$ cat config.mk
export PLATFORM = sky130hd
export DESIGN_NAME = axis_dc_restore
export DESIGN_NICKNAME = d
export VERILOG_FILES = /design/src/rtl/axis_dc_restore.sv
export SDC_FILE = /design/constraint.sdc
export NUM_CORES = 1
export LEC_CHECK = 0
export ABC_AREA = 1
export BUFFER_PORTS_ARGS = -buffer_cell sky130_fd_sc_hd__buf_2
export CAP_MARGIN = 15
export CORE_ASPECT_RATIO = 1.75
export CORE_MARGIN = 5
export CORE_UTILIZATION = 25
export CTS_CLUSTER_SIZE = 10
export DETAILED_ROUTE_END_ITERATION = 7
export GPL_TIMING_DRIVEN = 0
export HOLD_SLACK_MARGIN = 0.1
export RECOVER_POWER = 100
export SYNTH_ARGS = -nofsm -noshare
export SYNTH_HDL_FRONTEND = slang
export SYNTH_SLANG_ARGS = --single-unit
$ cat constraint.sdc
create_clock -name aclk -period 6.6 [get_ports aclk]
set_input_delay 0.66 -clock aclk [delete_from_list [all_inputs] [get_ports aclk]]
set_output_delay 0.66 -clock aclk [all_outputs]
set_load 0.02 [all_outputs]
$ cat src/rtl/axis_dc_restore.sv
// ---------------------------------------------------------------------------
// axis_dc_restore
//
// Rebuilds a full-scale signal from the packed {DC, AC} stream produced by the
// DC-removal stage: out = AC + DC_applied. The applied DC follows the stream
// DC, a manual target, or is frozen. Each change is limited to dc_slew per
// accepted beat so that switching source does not step the DAC.
//
// Ports
//   aclk, aresetn          clock, asynchronous active-low reset
//   S_AXIS_ACDC_*          input stream, tdata = {DC[31:16], AC[15:0]} signed
//   dc_mode                0 stream DC, 1 manual DC, 2/3 freeze
//   dc_manual              manual DC target (signed)
//   dc_slew                max |DC change| per accepted beat, 0 = unlimited
//   sat_clr                one-cycle pulse, clears sat_count
//   M_AXIS_*               saturated restored sample (signed)
//   M_AXIS_WIDE_tdata      unsaturated sum, sign-extended to 32 bits
//   sat_count              clamped output beats, sticks at all-ones
//   dbg_dc_applied         DC value currently applied (stage 1)
//
// DC state machine (advances only on accepted input beats)
//   state     | meaning
//   ----------+-----------------------------------------------------------
//   ST_INIT   | no beat seen since reset; first beat loads DC without slew
//   ST_TRACK  | DC slews toward the stream or manual target
//   ST_FREEZE | DC held at its last value
//
// SLEW_WIDTH must not exceed DATA_WIDTH; DATA_WIDTH + 1 must not exceed 32.
// ---------------------------------------------------------------------------
module axis_dc_restore #(
   parameter int DATA_WIDTH    = 16,
   parameter int SLEW_WIDTH    = 16,
   parameter int SAT_CNT_WIDTH = 16
) (
   input  logic                      aclk,
   input  logic                      aresetn,
   input  logic [2*DATA_WIDTH-1:0]   S_AXIS_ACDC_tdata,
   input  logic                      S_AXIS_ACDC_tvalid,
   output logic                      S_AXIS_ACDC_tready,
   input  logic [1:0]                dc_mode,
   input  logic [DATA_WIDTH-1:0]     dc_manual,
   input  logic [SLEW_WIDTH-1:0]     dc_slew,
   input  logic                      sat_clr,
   output logic [DATA_WIDTH-1:0]     M_AXIS_tdata,
   output logic                      M_AXIS_tvalid,
   input  logic                      M_AXIS_tready,
   output logic [31:0]               M_AXIS_WIDE_tdata,
   output logic [SAT_CNT_WIDTH-1:0]  sat_count,
   output logic [DATA_WIDTH-1:0]     dbg_dc_applied
);

   localparam int DW = DATA_WIDTH;
   localparam int SW = DATA_WIDTH + 1;

   localparam logic [DW-1:0] SAT_MAX = {1'b0, {(DW-1){1'b1}}};
   localparam logic [DW-1:0] SAT_MIN = {1'b1, {(DW-1){1'b0}}};

   typedef enum logic [1:0] {
      ST_INIT   = 2'd0,
      ST_TRACK  = 2'd1,
      ST_FREEZE = 2'd2
   } state_t;

   state_t              r_state;
   state_t              w_state_next;

   logic                r_rdy_en;
   logic                r_s1_valid;
   logic [DW-1:0]       r_s1_ac;
   logic [DW-1:0]       r_dc_applied;
   logic                r_s2_valid;
   logic [DW-1:0]       r_s2_data;
   logic [31:0]         r_s2_wide;
   logic                r_s2_sat;
   logic [SAT_CNT_WIDTH-1:0] r_sat_count;

   logic                w_s2_load;
   logic                w_s1_load;
   logic                w_accept;
   logic                w_out_hs;
   logic                w_sat_ev;

   logic [DW-1:0]       w_in_ac;
   logic [DW-1:0]       w_in_dc;
   logic [DW-1:0]       w_dc_target;
   logic [DW-1:0]       w_dc_next;
   logic [SW-1:0]       w_applied_ext;
   logic [SW-1:0]       w_diff;
   logic [SW-1:0]       w_diff_abs;
   logic [SW-1:0]       w_slew_ext;
   logic [SW-1:0]       w_slewed;
   logic                w_slew_ok;
   logic [DW-1:0]       w_slew_val;

   logic [SW-1:0]       w_sum;
   logic                w_ovf;
   logic [DW-1:0]       w_sum_sat;

   // ------------------------------------------------------------------
   // Handshake / pipeline advance
   // ------------------------------------------------------------------
   assign w_s2_load = !r_s2_valid || M_AXIS_tready;
   assign w_s1_load = !r_s1_valid || w_s2_load;

   // r_rdy_en keeps tready low during reset and for the release cycle.
   assign S_AXIS_ACDC_tready = r_rdy_en && w_s1_load;
   assign w_accept           = S_AXIS_ACDC_tvalid && S_AXIS_ACDC_tready;
   assign w_out_hs           = r_s2_valid && M_AXIS_tready;
   assign w_sat_ev           = w_out_hs && r_s2_sat;

   assign w_in_ac = S_AXIS_ACDC_tdata[DW-1:0];
   assign w_in_dc = S_AXIS_ACDC_tdata[2*DW-1:DW];

   // ------------------------------------------------------------------
   // DC target and slew limiter
   // ------------------------------------------------------------------
   always_comb begin
      w_dc_target = r_dc_applied;
      case (dc_mode)
         2'd0:    w_dc_target = w_in_dc;
         2'd1:    w_dc_target = dc_manual;
         default: w_dc_target = r_dc_applied;
      endcase
   end

   assign w_applied_ext = {r_dc_applied[DW-1], r_dc_applied};
   assign w_diff        = {w_dc_target[DW-1], w_dc_target} - w_applied_ext;
   assign w_diff_abs    = w_diff[SW-1] ? (~w_diff + SW'(1)) : w_diff;
   assign w_slew_ext    = {{(SW-SLEW_WIDTH){1'b0}}, dc_slew};
   assign w_slew_ok     = (dc_slew == '0) || (w_diff_abs <= w_slew_ext);

   // Only used when |d| > slew, so the step lands strictly between the
   // applied value and the target and always fits back into DW bits.
   assign w_slewed   = w_diff[SW-1] ? (w_applied_ext - w_slew_ext)
                                    : (w_applied_ext + w_slew_ext);
   assign w_slew_val = w_slew_ok ? w_dc_target : w_slewed[DW-1:0];

   // ------------------------------------------------------------------
   // DC FSM: state register
   // ------------------------------------------------------------------
   always_ff @(posedge aclk or negedge aresetn) begin
      if (!aresetn) begin
         r_state <= ST_INIT;
      end else if (w_accept) begin
         r_state <= w_state_next;
      end
   end

   // DC FSM: next state
   always_comb begin
      w_state_next = r_state;
      case (r_state)
         ST_INIT:   w_state_next = dc_mode[1] ? ST_FREEZE : ST_TRACK;
         ST_TRACK:  w_state_next = dc_mode[1] ? ST_FREEZE : ST_TRACK;
         ST_FREEZE: w_state_next = dc_mode[1] ? ST_FREEZE : ST_TRACK;
         default:   w_state_next = ST_INIT;
      endcase
   end

   // DC FSM: applied DC for the beat being accepted
   always_comb begin
      w_dc_next = r_dc_applied;
      case (r_state)
         ST_INIT:   w_dc_next = dc_mode[1] ? '0 : w_dc_target;
         ST_TRACK,
         ST_FREEZE: w_dc_next = dc_mode[1] ? r_dc_applied : w_slew_val;
         default:   w_dc_next = '0;
      endcase
   end

   // ------------------------------------------------------------------
   // Stage 1: DC update and AC register
   // ------------------------------------------------------------------
   always_ff @(posedge aclk or negedge aresetn) begin
      if (!aresetn) begin
         r_rdy_en     <= 1'b0;
         r_s1_valid   <= 1'b0;
         r_s1_ac      <= '0;
         r_dc_applied <= '0;
      end else begin
         r_rdy_en <= 1'b1;
         if (w_s1_load) begin
            r_s1_valid <= w_accept;
            if (w_accept) begin
               r_s1_ac      <= w_in_ac;
               r_dc_applied <= w_dc_next;
            end
         end
      end
   end

   // ------------------------------------------------------------------
   // Stage 2: sum and saturate
   // ------------------------------------------------------------------
   assign w_sum     = {r_s1_ac[DW-1], r_s1_ac} + w_applied_ext;
   assign w_ovf     = w_sum[SW-1] ^ w_sum[SW-2];
   assign w_sum_sat = w_ovf ? (w_sum[SW-1] ? SAT_MIN : SAT_MAX) : w_sum[DW-1:0];

   always_ff @(posedge aclk or negedge aresetn) begin
      if (!aresetn) begin
         r_s2_valid <= 1'b0;
         r_s2_data  <= '0;
         r_s2_wide  <= '0;
         r_s2_sat   <= 1'b0;
      end else if (w_s2_load) begin
         r_s2_valid <= r_s1_valid;
         if (r_s1_valid) begin
            r_s2_data <= w_sum_sat;
            r_s2_wide <= {{(32-SW){w_sum[SW-1]}}, w_sum};
            r_s2_sat  <= w_ovf;
         end
      end
   end

   // ------------------------------------------------------------------
   // Saturation counter; a clear coinciding with a clamped handshake
   // keeps that event.
   // ------------------------------------------------------------------
   always_ff @(posedge aclk or negedge aresetn) begin
      if (!aresetn) begin
         r_sat_count <= '0;
      end else if (sat_clr) begin
         r_sat_count <= w_sat_ev ? SAT_CNT_WIDTH'(1) : '0;
      end else if (w_sat_ev && (r_sat_count != '1)) begin
         r_sat_count <= r_sat_count + SAT_CNT_WIDTH'(1);
      end
   end

   assign M_AXIS_tdata      = r_s2_data;
   assign M_AXIS_tvalid     = r_s2_valid;
   assign M_AXIS_WIDE_tdata = r_s2_wide;
   assign sat_count         = r_sat_count;
   assign dbg_dc_applied    = r_dc_applied;

endmodule

==> results of run 1 <==
cell families after synthesis:
kind of cell               share of synthesized area [%]
adders and majority gates                          11.10
xor gates and xnor gates                           5.655
DFF                                                26.52
other                                            0.04569
buffers and inverters                              11.08
and+or+nand+nor                                    35.88
AOI/OAI and AO/OA                                  9.710
worst min-delay path by stage:
stage	from	slack, ns	endpoint	cells after the start
finish	M_AXIS_WIDE_tdata[4]$_DFFE_PN0P_	0.48	M_AXIS_WIDE_tdata[4]$_DFFE_PN0P_	2
detailed placement	M_AXIS_WIDE_tdata[4]$_DFFE_PN0P_	0.46	M_AXIS_WIDE_tdata[4]$_DFFE_PN0P_	2
global route	M_AXIS_WIDE_tdata[4]$_DFFE_PN0P_	0.50	M_AXIS_WIDE_tdata[4]$_DFFE_PN0P_	2
global placement	r_s1_valid$_DFFE_PN0N_	0.45	M_AXIS_tvalid$_DFFE_PN0P_	2
floorplan	aresetn	0.36	M_AXIS_WIDE_tdata[0]$_DFFE_PN0P_	0
CTS	aresetn	0.25	dbg_dc_applied[14]$_DFFE_PN0P_	1
critical path, delay by kind of cell:
| family | cells | cell delay [ns] |
|---|---|---|
| simple gates | 17 | 1.68 |
| buf+inv | 8 | 1.60 |
| compound gates | 6 | 1.11 |
| fa+ha+maj | 3 | 0.95 |
| xor+xnor | 2 | 0.38 |
report_power, final:
| part | internal [mW] | switching, mW |
|---|---|---|
| Combinational | 1.59 | 2.86 |
| Sequential | 0.691 | 0.175 |
| Clock | 0.256 | 0.221 |
what timing repair did:
| item | CTS | global route |
|---|---|---|
| gates cloned | 0 | 0 |
| gates resized for setup | 1 | 11 |
| setup endpoints to repair | 3 | 16 |
| pin swaps | 0 | 0 |
| hold buffers | 0 | 0 |
stage by stage:
| step | instances | instance area, um2 | power [mW] | util [%] | hold slack [ns] |
|---|---|---|---|---|---|
| after floorplan | 1274 | 8208 | 4.224 | - | 0.3644 |
| after global placement | 1825 | 9464 | 5.338 | 29.27 | 0.4543 |
| after detailed placement | 1826 | 9494 | 5.379 | 29.37 | 0.4635 |
| after CTS | 1842 | 9768 | 5.888 | 30.21 | 0.2458 |
| after global routing | 1842 | 9662 | 6.461 | 29.89 | 0.4970 |
| final | 1842 | 9662 | 5.789 | 29.89 | 0.4793 |
cell type report:
cell class                 count  area [um2]
fill                        3609       22670
multi-input combinational    966        5124
sequential                    87        2177
timing repair buffer         152       673.1
inverter                     175       656.9
tap                          400       500.5
buffer                        46       257.7
clock buffer                   9       225.2
clock inverter                 7       47.55
layer usage:
layer	share of wire [%]	up-vias
met1	37	3784
met2	55	207
met3	3.9	58
met4	4.3	0
met5	0	-
li1	-	4367
flip-flops by register name, summed over array words and instances (netlist names):
name	cells
M_AXIS_WIDE_tdata	17
M_AXIS_tdata	16
M_AXIS_tvalid	1
dbg_dc_applied	16
r_rdy_en	1
r_s1_ac	16
r_s1_valid	1
r_s2_sat	1
r_state	2
sat_count	16
cells in the final DEF (no fill, tap or decap), drive strengths merged, types with 2 or more instances in the layout:
master    Yosys  layout
nand3       111     111
o31ai         2       2
o21bai        6       6
clkinv        3       7
a31oi         7       7
o21ai        40      40
a211oi        2       2
and3          2       2
a21o          4       4
a311oi        2       2
nand3b        5       5
nor4          3       3
ha           68      68
buf          27      92
nand4        12      12
and2          2       2
o211ai        2       2
a221oi        4       4
dfrtp        87      87
fa            3       3
nor2        104     104
xnor2        12      12
inv         172     173
nor3         12      12
nand2       448     448
xor2         41      41
a21oi        67      67
clkbuf       19     115
clkinvlp      0       2
==> flow_metrics.py, run 1 <==
metrics = {
    "drt": {
        "postRouteAntennaNets": 0,
        "wl_per_cell_um": 15.11,
        "drt-initial-drc-count": 425,
        "detailedRoute.firstPassIterationCount": 5,
        "via_count": 8416,
        "avgViaCountPerCell": 4.569,
        "totalWireLength_mm": 27.83,
        "drt_drc_violations_left": 0,
    },
    "clock_network": {
        "cts.reportedPaths.clkPinSlew_ns": 0.07,
        "numCtsBuffers": 9,
        "post_cts_setup_repair_bufs": 0,
        "worst_skew_pair.late_latency_ns": 0.35,
        "clock-root-buffer": "sky130_fd_sc_hd__clkbuf_16",
        "cts-htree-levels": 3,
        "cts_buffer_depth": 2,
        "tritoncts": "yes",
        "cts_num_sinks": 87,
    },
    "critical_path": {
        "register_to_register_setup_slack_ns": 1.40,
        "timing.critical_path.from": "dc_mode[0]",
        "worst_r2r_endpoint": "dbg_dc_applied[11]$_DFFE_PN0P_",
        "timing.rr.start": "dbg_dc_applied[0]$_DFFE_PN0P_",
        "timing.critical_path.mode_cell": "sky130_fd_sc_hd__nand2_1",
        "critical_path_peak_fanout": 10,
        "timing.critical_path.required_ns": 6.84,
        "worst_path_max_delay_cell": "sky130_fd_sc_hd__clkbuf_1",
        "critical_path.startpoint_type": "input port",
        "critical_path_class": "input port to flop",
        "critical_path.max_stage_delay_ns": 0.64,
        "rr_worst_depth": 31,
        "worst_setup_path_end_kind": "flop",
        "worstPathArrival_ns": 6.39,
        "timing.critical_path.to": "dbg_dc_applied[11]$_DFFE_PN0P_",
    },
    "finish": {
        "antennaDiodeCount": 0,
        "synth_to_layout_area_growth_pct": 17.71,
        "fraction_of_layout_instances_using_a_drive_strength_above_1_pct": 10.54,
        "nets": 1579,
    },
    "sta": {
        "fin_worst_skew_ns": 0.009543,
        "timing_hold_violations_final": 0,
        "tcrit_tclk_final_pct": 93.21,
        "slew-limit-headroom_pct": -117.1,
        "worst_pin_slew_ns": 3.257,
        "finalSetupViolations": 0,
        "final.setup.worst_slack_ns": 0.4480,
        "final_max_slew_viol_count": 61,
        "rsz0062_at_grt": "false",
        "post-route-min-period_ns": 6.152,
        "setup_total_negative_slack_ns": 0,
        "fmaxAchievable_ghz": 0.1625,
    },
    "synthesis": {
        "yosys_warning_count": 0,
        "syn-num-nets": 1416,
        "synth_top_flop_cell": "sky130_fd_sc_hd__dfrtp_1",
        "syn-mean-instance-area_um2": 6.443,
        "post-synth-top-count-cell": "sky130_fd_sc_hd__nand2_1",
        "synth.cells.most_frequent": "sky130_fd_sc_hd__nand2_1, sky130_fd_sc_hd__inv_1, sky130_fd_sc_hd__nand3_1",
        "synth_area_leaders": "sky130_fd_sc_hd__dfrtp_1, sky130_fd_sc_hd__nand2_1, sky130_fd_sc_hd__ha_1",
        "synthesis.area_um2": 8208,
        "yosysSeqAreaShare_pct": 26.52,
        "synth_enable_flop_cells": 0,
        "synth.ff_latch_count": 87,
        "yosysTopAreaCell": "sky130_fd_sc_hd__dfrtp_1",
        "postSynth.asyncResetShare_pct": 100.0,
        "syn_inst": 1274,
        "synth_largest_type_area_fraction_pct": 26.52,
        "yosys.cell_types.count": 44,
    },
    "floorplanning": {
        "coreArea_um2": 32330,
        "initial_core_utilization_pct": 25.39,
        "die_w_um": 147.0,
        "io_pins": 153,
        "rows": 87,
        "die_area_um2": 36700,
        "die-height_um": 249.7,
    },
    "outcome": {
        "failed_checks": "capacitance limit, slew limit",
        "run_status": "finished, violations left",
    },
    "global_routing": {
        "global_route.usage.total_pct": 14.83,
        "met1_usage_pct": 14.98,
        "number_of_antenna_violations_at_the_first_check_in_global_routing": 1,
        "grt_pass1_vias": 8375,
        "grt_pass1_wl_mm": 43.61,
        "grt_remaining_overflow": 0,
        "globalRoute.busiestLayer": "met2",
        "globalRouteMet2Util_pct": 29.49,
        "grt_start_max_net_pins": 61,
        "global_route.usage.met3_pct": 1.906,
    },
    "job": {
        "max_cap_viol_count": 1,
    },
    "worst_hold_path": {
        "hp-class": "flop to flop",
    },
    "placed_design": {
        "hpwlAfterDp_mm": 23.83,
        "dp_slack_ns": -0.5184,
        "numPortBuffers": 151,
        "finalWeightedCongestion": 0.8873,
    },
    "power": {
        "leakage_nw": 5.285,
        "maximum_vdd_ir_drop_v": 0.0003410,
        "power_per_cell_area_nw_per_um2": 599.2,
    },
}
(Power assumes the default switching activity.)
==> run 2, diff against run 1 <==
==> constraint.sdc (replaced) <==
create_clock -name aclk -period 6.6 [get_ports aclk]
set_input_delay 0.33 -clock aclk [delete_from_list [all_inputs] [get_ports aclk]]
set_output_delay 0.33 -clock aclk [all_outputs]
set_load 0.02 [all_outputs]
==> flow_metrics.py, run 2 (synthesized netlist as in run 1, its figures left out) <==
metrics = {
    "outcome": {
        "run_status": "finished, violations left",
        "failed_checks": "capacitance limit, slew limit",
    },
    "critical_path": {
        "worstPathArrival_ns": 6.34,
        "critical_path.max_stage_delay_ns": 0.42,
        "worst_path_max_delay_cell": "sky130_fd_sc_hd__clkbuf_2",
        "timing.critical_path.required_ns": 6.84,
        "register_to_register_setup_slack_ns": 1.23,
        "critical_path_class": "input port to flop",
        "worst_setup_path_end_kind": "flop",
        "critical_path.startpoint_type": "input port",
        "timing.critical_path.mode_cell": "sky130_fd_sc_hd__nand2_1",
        "critical_path_peak_fanout": 10,
    },
    "floorplanning": {
        "coreArea_um2": 32330,
        "die_w_um": 147.0,
        "rows": 87,
        "initial_core_utilization_pct": 25.39,
        "die_area_um2": 36700,
        "io_pins": 153,
        "die-height_um": 249.7,
    },
    "finish": {
        "area.sequential_um2": 2177,
        "post-route-util_pct": 29.88,
        "final_common_cell": "sky130_fd_sc_hd__nand2_1",
        "antennaDiodeCount": 0,
        "multi_input_comb_area_um2": 5114,
        "synth_to_layout_area_growth_pct": 17.68,
        "nFillCells": 3614,
        "largest_register_ff_count": 17,
        "fraction_of_layout_instances_using_a_drive_strength_above_1_pct": 10.40,
        "most-common-layout-cells": "sky130_fd_sc_hd__nand2_1, sky130_fd_sc_hd__inv_1, sky130_fd_sc_hd__nand3_1, sky130_fd_sc_hd__nor2_1",
        "finalNonFillerCells": 1843,
        "nets": 1580,
    },
    "power": {
        "maximum_vdd_ir_drop_v": 0.0003231,
        "power_per_cell_area_nw_per_um2": 597.9,
        "leakage_nw": 5.287,
    },
    "global_routing": {
        "number_of_antenna_violations_at_the_first_check_in_global_routing": 1,
        "grt_pass1_vias": 8368,
        "grt_pass1_wl_mm": 43.64,
        "grt_remaining_overflow": 0,
        "global_route.usage.total_pct": 14.84,
        "grt_start_max_net_pins": 61,
    },
    "drt": {
        "wl_per_cell_um": 15.09,
        "detailedRoute.firstPassIterationCount": 5,
        "drt-initial-drc-count": 418,
        "totalWireLength_mm": 27.81,
        "postRouteAntennaNets": 0,
        "drt_drc_violations_left": 0,
        "avgViaCountPerCell": 4.570,
        "via_count": 8422,
    },
    "sta": {
        "holdWs_ns": 0.1807,
        "post-route-min-period_ns": 6.099,
        "fmaxAchievable_ghz": 0.1640,
        "slew-limit-headroom_pct": -119.4,
        "final_max_slew_viol_count": 61,
        "timing_hold_violations_final": 0,
        "tcrit_tclk_final_pct": 92.41,
        "fin_worst_skew_ns": 0.009439,
        "worst_pin_slew_ns": 3.291,
        "finalSetupViolations": 0,
    },
    "clock_network": {
        "cts.reportedPaths.clkPinSlew_ns": 0.06,
        "cts_num_sinks": 87,
        "clock-root-buffer": "sky130_fd_sc_hd__clkbuf_16",
        "numCtsBuffers": 9,
        "worst_skew_pair.late_latency_ns": 0.35,
        "cts-htree-levels": 3,
        "post_cts_setup_repair_bufs": 0,
        "tritoncts": "yes",
        "cts_buffer_depth": 2,
    },
    "placed_design": {
        "finalWeightedCongestion": 0.8873,
        "hpwlAfterDp_mm": 23.83,
        "numPortBuffers": 151,
        "cell_count_after_placement": 1826,
    },
    "job": {
        "max_cap_viol_count": 1,
    },
    "worst_hold_path": {
        "hp-class": "input port to flop",
    },
}
-- run 2: changes by cell type in the layout (fill, tap and decap cells not counted), sizes merged --
cell	previous run	this run
dlygate4sd3	0	1
clkbuf	115	114
buf	92	93
-- run 2: path summary, 6_finish.rpt --
kind,startpoint,end,cells after the start
max,dc_mode[0],dbg_dc_applied[11]$_DFFE_PN0P_,37
max in group asynchronous,aresetn,sat_count[9]$_DFFE_PN0P_,3
min in group asynchronous,aresetn,M_AXIS_WIDE_tdata[9]$_DFFE_PN0P_,2
min reg2reg,M_AXIS_WIDE_tdata[4]$_DFFE_PN0P_,M_AXIS_WIDE_tdata[4]$_DFFE_PN0P_,2
max reg2reg,dbg_dc_applied[0]$_DFFE_PN0P_,dbg_dc_applied[11]$_DFFE_PN0P_,31
min,S_AXIS_ACDC_tdata[0],r_s1_ac[0]$_DFFE_PN0P_,3
-- run 2: cell type report --
class | instances | share of cell area (%)
clock buffer | 9 | 2.332
multi-input combinational | 966 | 52.94
clock inverter | 7 | 0.4922
inverter | 175 | 6.801
sequential | 87 | 22.54
buffer | 46 | 2.630
timing repair buffer | 153 | 7.085
tap | 400 | 5.181
-- run 2: layer usage --
metal  track usage [%]  routed length, um  up-vias
li1                  -                  -     4363
met1             15.08              10210     3777
met2             29.67              15180      219
met3             1.869               1056       63
met4             6.265               1365        0
met5                 0                  0        -
-- run 2: critical path: cells and delay by family --
family / cells / cell delay, ns
simple gates: 19 / 2.07
buf+inv: 8 / 1.41
compound gates: 5 / 1.27
fa+ha+maj: 3 / 0.99
xor+xnor: 2 / 0.25
-- run 2: timing repair --
action,in CTS,in global routing
resized for setup,0,6
hold buffers,1,0
endpoints found under the hold margin,27,0
endpoints found under the setup margin,0,14
-- run 2: where the power goes --
part,switching (mW),internal (mW)
Combinational,2.85,1.58
Clock,0.223,0.256
Sequential,0.174,0.691
Total,3.25,2.52
-- run 2: stage by stage --
step,instance area (um2),setup TNS [ns],worst slack [ns],power [mW]
after floorplan,8208,0,1.667,4.224
after global placement,9464,-0.09311,-0.09311,5.338
after detailed placement,9494,-0.2889,-0.1884,5.379
after CTS,9777,0,0.1800,5.888
after global routing,9659,-0.005781,-0.005781,6.443
final,9659,0,0.5007,5.775
